### config.mk
export PLATFORM = sky130hd
export DESIGN_NAME = reg_file32
export DESIGN_NICKNAME = d
export VERILOG_FILES = /design/src/rtl/reg_file32.sv
export SDC_FILE = /design/constraint.sdc
export NUM_CORES = 2
export LEC_CHECK = 0
export BUFFER_PORTS_ARGS = -buffer_cell sky130_fd_sc_hd__buf_4
export CAP_MARGIN = 10
export CORE_MARGIN = 2
export CORE_UTILIZATION = 50
export CTS_BUF_LIST = sky130_fd_sc_hd__clkbuf_4 sky130_fd_sc_hd__clkbuf_8
export DETAILED_ROUTE_END_ITERATION = 10
export GPL_ROUTABILITY_DRIVEN = 0
export PLACE_DENSITY_LB_ADDON = 0.15
export SYNTH_ARGS = -nofsm -noshare
export SYNTH_HDL_FRONTEND = slang
export SYNTH_SLANG_ARGS = --single-unit
### constraint.sdc
create_clock -name clk -period 1.81 [get_ports clk]
set_input_delay 0 -clock clk [delete_from_list [all_inputs] [get_ports clk]]
set_output_delay 0 -clock clk [all_outputs]
set_load 0.01 [all_outputs]
### src/rtl/reg_file32.sv
// 32 x 32-bit RV32I integer register file: two combinational read ports, one write port, x0 reads zero.
// Optional write-through forwarding is enabled by defining REGFILE_BYPASS_EN.
module reg_file32 #(
    parameter int DATA_W = 32,
    parameter int ADDR_W = 5
) (
    input  logic              clk,
    input  logic              reset,
    input  logic              we,
    input  logic [ADDR_W-1:0] waddr,
    input  logic [DATA_W-1:0] wdata,
    input  logic [ADDR_W-1:0] raddr1,
    input  logic [ADDR_W-1:0] raddr2,
    output logic [DATA_W-1:0] rdata1,
    output logic [DATA_W-1:0] rdata2
);

    localparam int NREGS = 2 ** ADDR_W;

    // No handshake: we qualifies waddr/wdata for exactly the cycle it is high;
    // with we=0 those inputs are ignored, so unknowns there cannot reach storage.
    logic [DATA_W-1:0] mem [1:NREGS-1];
    logic              wr_hit;

    assign wr_hit = we && (waddr != '0);

    always_ff @(posedge clk) begin
        if (reset) begin
            for (int i = 1; i < NREGS; i++) begin
                mem[i] <= '0;
            end
        end else if (wr_hit) begin
            mem[waddr] <= wdata;
        end
    end

    logic [DATA_W-1:0] stored1;
    logic [DATA_W-1:0] stored2;

    always_comb begin
        stored1 = '0;
        stored2 = '0;
        if (raddr1 != '0) begin
            stored1 = mem[raddr1];
        end
        if (raddr2 != '0) begin
            stored2 = mem[raddr2];
        end
    end

`ifdef REGFILE_BYPASS_EN
    // Forwarding is blocked during reset so the write that reset discards is never seen.
    logic fwd1;
    logic fwd2;

    assign fwd1 = wr_hit && !reset && (raddr1 == waddr);
    assign fwd2 = wr_hit && !reset && (raddr2 == waddr);

    assign rdata1 = fwd1 ? wdata : stored1;
    assign rdata2 = fwd2 ? wdata : stored2;
`else
    assign rdata1 = stored1;
    assign rdata2 = stored2;
`endif

endmodule
==> impl_metrics.tcl <==
set metrics [dict create \
    drt-initial-drc-count 4511 \
    fp.dieArea_mm2 0.1111 \
    tritoncts "yes" \
    synth.yosys.seq_area_share_pct 56.71 \
    cts_buffers 173 \
    drc 0 \
    cp_data_arrival_time_ps 2870 \
    register_area_mm2 0.03075 \
    largest_registers "mem: 1024 flops" \
    fp.dieW_um 333.3 \
    global_route_wire_length_before_repair_mm 264.9 \
    start_util_pct 50.51 \
    grt_setup_unrepaired "true" \
    cts_num_sinks 1024 \
    static-leakage-power_nw 23.55 \
    portion_of_the_clock_cycle_consumed_by_the_worst_path_in_the_final_layout_pct 158.4 \
    worst-setup-path-type "reg2out" \
    io_pins 114 \
    start_kind "register" \
    violations "negative setup slack" \
    ys_types 43 \
    drt-wirelength-per-cell_um 33.74 \
    regMostFlops "mem" \
    detailedPlacementHpwl_mm 119.2 \
    floorplan.rows 120 \
    largest_register_ffs 1024 \
    path_max_fanout 2 \
    setup.worst_path.end_class "output pin" \
    worstHoldPathType "in2reg" \
    height_of_the_die_um 333.3 \
    cap_violations 0 \
    timing.final.crit_period_ps 2868 \
    port-buffer-count 113 \
    status "finished with violations" \
    cts.path.max_buffers 3 \
    grt_start_max_net_pins 38 \
    ctsHtreeMaxLevel 4 \
    synth-main-ff-cell "sky130_fd_sc_hd__edfxtp_1" \
    fillerInstances 7773 \
    synth_edf_count 1024 \
    drtAntennaViolNets 0 \
    slew_viol_final 0 \
    number_of_global_route_vias_before_repair 37447 \
    gr-total-overflow 0 \
    layout-drive-gt1-share_pct 39.74 \
    max-slew-margin-rel_pct 35.91 \
    drt-pass1-iter-count 5 \
    hold_ws_ps 56.78 \
    flow.area_growth_from_synthesis_pct 22.43 \
    count_of_final_hold_check_violations 0 \
    vias 35775 \
    detailedPlace.worstSlack_ps -661.0 \
    postSynth.asyncResetShare_pct 0 \
    design.core.area_mm2 0.1074 \
    layout.nets 3991 \
    worst_ir_drop_vdd_mv 0.6208 \
    report.final.setup_viol 64 \
    gr-usage-all-layers_pct 33.64 \
    antenna_found_initial 12 \
    cts.root.buffer_cell "sky130_fd_sc_hd__clkbuf_8" \
    synthesis.area_per_instance_um2 15.49 \
    power_per_cell_area_mw_per_mm2 868.2 \
    dp_cells 5126 \
    synth_cells 3500 \
    multi_input_area_mm2 0.02406 \
    yosys_register_bits 1024 \
    max_slew.worst_pin.slew_ps 959.4 \
    setup_ws_ps -1058 \
    synth_area_mm2 0.05423 \
    clock_pin_slew_reported_for_the_worst_setup_and_hold_paths_after_clock_tree_synthesis_ps 70 \
    vias_per_instance 6.521 \
    fmax_mhz 348.7 \
    cp.required_ps 1810 \
    routed_wl_mm 185.1 \
    fin_cells 5486 \
    synthesis.yosys.warnings 0 \
]
area by class of cell:
type                    instances  share of cell area (%)
well taps                    1403                   2.644
flip-flops and latches       1024                   46.32
repair buffers                619                   9.783
diodes                          9                 0.03392
multi-input cells            2121                   36.24
clock inverters                81                  0.7595
clock buffers                 227                   4.216
inverters                       2                 0.01131
layer usage:
metal | global-route usage (%) | wire, um | vias up
li1 | - | - | 14522
met4 | 17.37 | 9940 | 2
met1 | 43.76 | 66770 | 18416
met5 | 0 | 13 | -
met3 | 6.541 | 19290 | 475
met2 | 54.15 | 89070 | 2360
cell usage in the layout (no fill, tap or decap), types with 24 or more instances in the layout:
cell type	count
sky130_fd_sc_hd__clkbuf_8	175
sky130_fd_sc_hd__mux4_2	472
sky130_fd_sc_hd__edfxtp_1	1024
sky130_fd_sc_hd__buf_12	121
sky130_fd_sc_hd__buf_4	401
sky130_fd_sc_hd__clkbuf_4	52
sky130_fd_sc_hd__conb_1	32
sky130_fd_sc_hd__mux2i_1	146
sky130_fd_sc_hd__or2_2	32
sky130_fd_sc_hd__nor3_4	41
sky130_fd_sc_hd__o22ai_1	75
sky130_fd_sc_hd__mux2_2	30
sky130_fd_sc_hd__dlygate4sd3_1	33
sky130_fd_sc_hd__a22o_4	24
sky130_fd_sc_hd__buf_6	61
sky130_fd_sc_hd__a22o_1	26
sky130_fd_sc_hd__clkinv_1	43
sky130_fd_sc_hd__and2_1	994
sky130_fd_sc_hd__a2111oi_4	46
critical path, cell delays in order, from the launching register on:
cell                       delay, ps
sky130_fd_sc_hd__edfxtp_1        410
sky130_fd_sc_hd__mux4_2          490
sky130_fd_sc_hd__mux4_2          580
sky130_fd_sc_hd__o22ai_2         160
sky130_fd_sc_hd__buf_6           140
sky130_fd_sc_hd__nor3_1           50
sky130_fd_sc_hd__buf_4           170
synthesized netlist by cell type (8+ instances only):
| master | count | area, um^2 |
|---|---|---|
| sky130_fd_sc_hd__a2111oi_0 | 14 | 122.6 |
| sky130_fd_sc_hd__a2111oi_1 | 41 | 410.4 |
| sky130_fd_sc_hd__a21oi_1 | 12 | 60.06 |
| sky130_fd_sc_hd__a22o_1 | 51 | 446.7 |
| sky130_fd_sc_hd__a22oi_1 | 16 | 120.1 |
| sky130_fd_sc_hd__and2_1 | 995 | 6225 |
| sky130_fd_sc_hd__buf_1 | 13 | 48.80 |
| sky130_fd_sc_hd__buf_2 | 51 | 255.2 |
| sky130_fd_sc_hd__buf_4 | 37 | 277.8 |
| sky130_fd_sc_hd__buf_6 | 19 | 214.0 |
| sky130_fd_sc_hd__clkbuf_1 | 264 | 991.0 |
| sky130_fd_sc_hd__edfxtp_1 | 1024 | 30750 |
| sky130_fd_sc_hd__mux2_2 | 30 | 337.8 |
| sky130_fd_sc_hd__mux2i_1 | 150 | 1501 |
| sky130_fd_sc_hd__mux4_2 | 472 | 10630 |
| sky130_fd_sc_hd__nand2_1 | 8 | 30.03 |
| sky130_fd_sc_hd__nor2_1 | 36 | 135.1 |
| sky130_fd_sc_hd__nor2b_1 | 14 | 87.58 |
| sky130_fd_sc_hd__nor3_1 | 54 | 270.3 |
| sky130_fd_sc_hd__o22ai_1 | 103 | 644.4 |
| sky130_fd_sc_hd__or2_2 | 31 | 193.9 |
cell families after synthesis:
family	Yosys count	synth area share, %
flops	1024	56.71
simple gates	1178	13.33
buf+inv	386	3.309
mux	652	23.00
compound gates	259	3.653
other cells	1	0.006916
where the power goes:
part	switching, mW	internal (mW)
registers	0.709	27.4
clock network	9.72	10.7
logic	4.76	4.38
metrics by stage:
stage          setup TNS [ps]  utilization (%)  cell area (um^2)  total power [mW]
2_1_floorplan               0                -             54340             32.54
3_3_place_gp           -20950            56.24             60380             36.27
3_5_place_dp           -22390            56.24             60380             36.52
4_1_cts                -59600            61.38             65900             57.48
5_1_grt                -60530            61.83             66380             59.25
6_report               -56310            61.84             66390             57.64
final timing paths:
kind,startpoint,to,depth (start not counted)
worst max-delay path,mem[22][23],rdata2[23],6
worst min-delay path,waddr[4],mem[6][17],4
timing repair:
| action | CTS | global route |
|---|---|---|
| hold endpoints to repair | 1228 | 0 |
| resized for setup | 324 | 59 |
| pin swaps | 131 | 34 |
| cloned | 0 | 0 |
| hold buffers | 33 | 0 |
| buffers inserted | 24 | 11 |
| endpoints found under the setup margin | 64 | 64 |
Power figures use the tool's default switching activity.
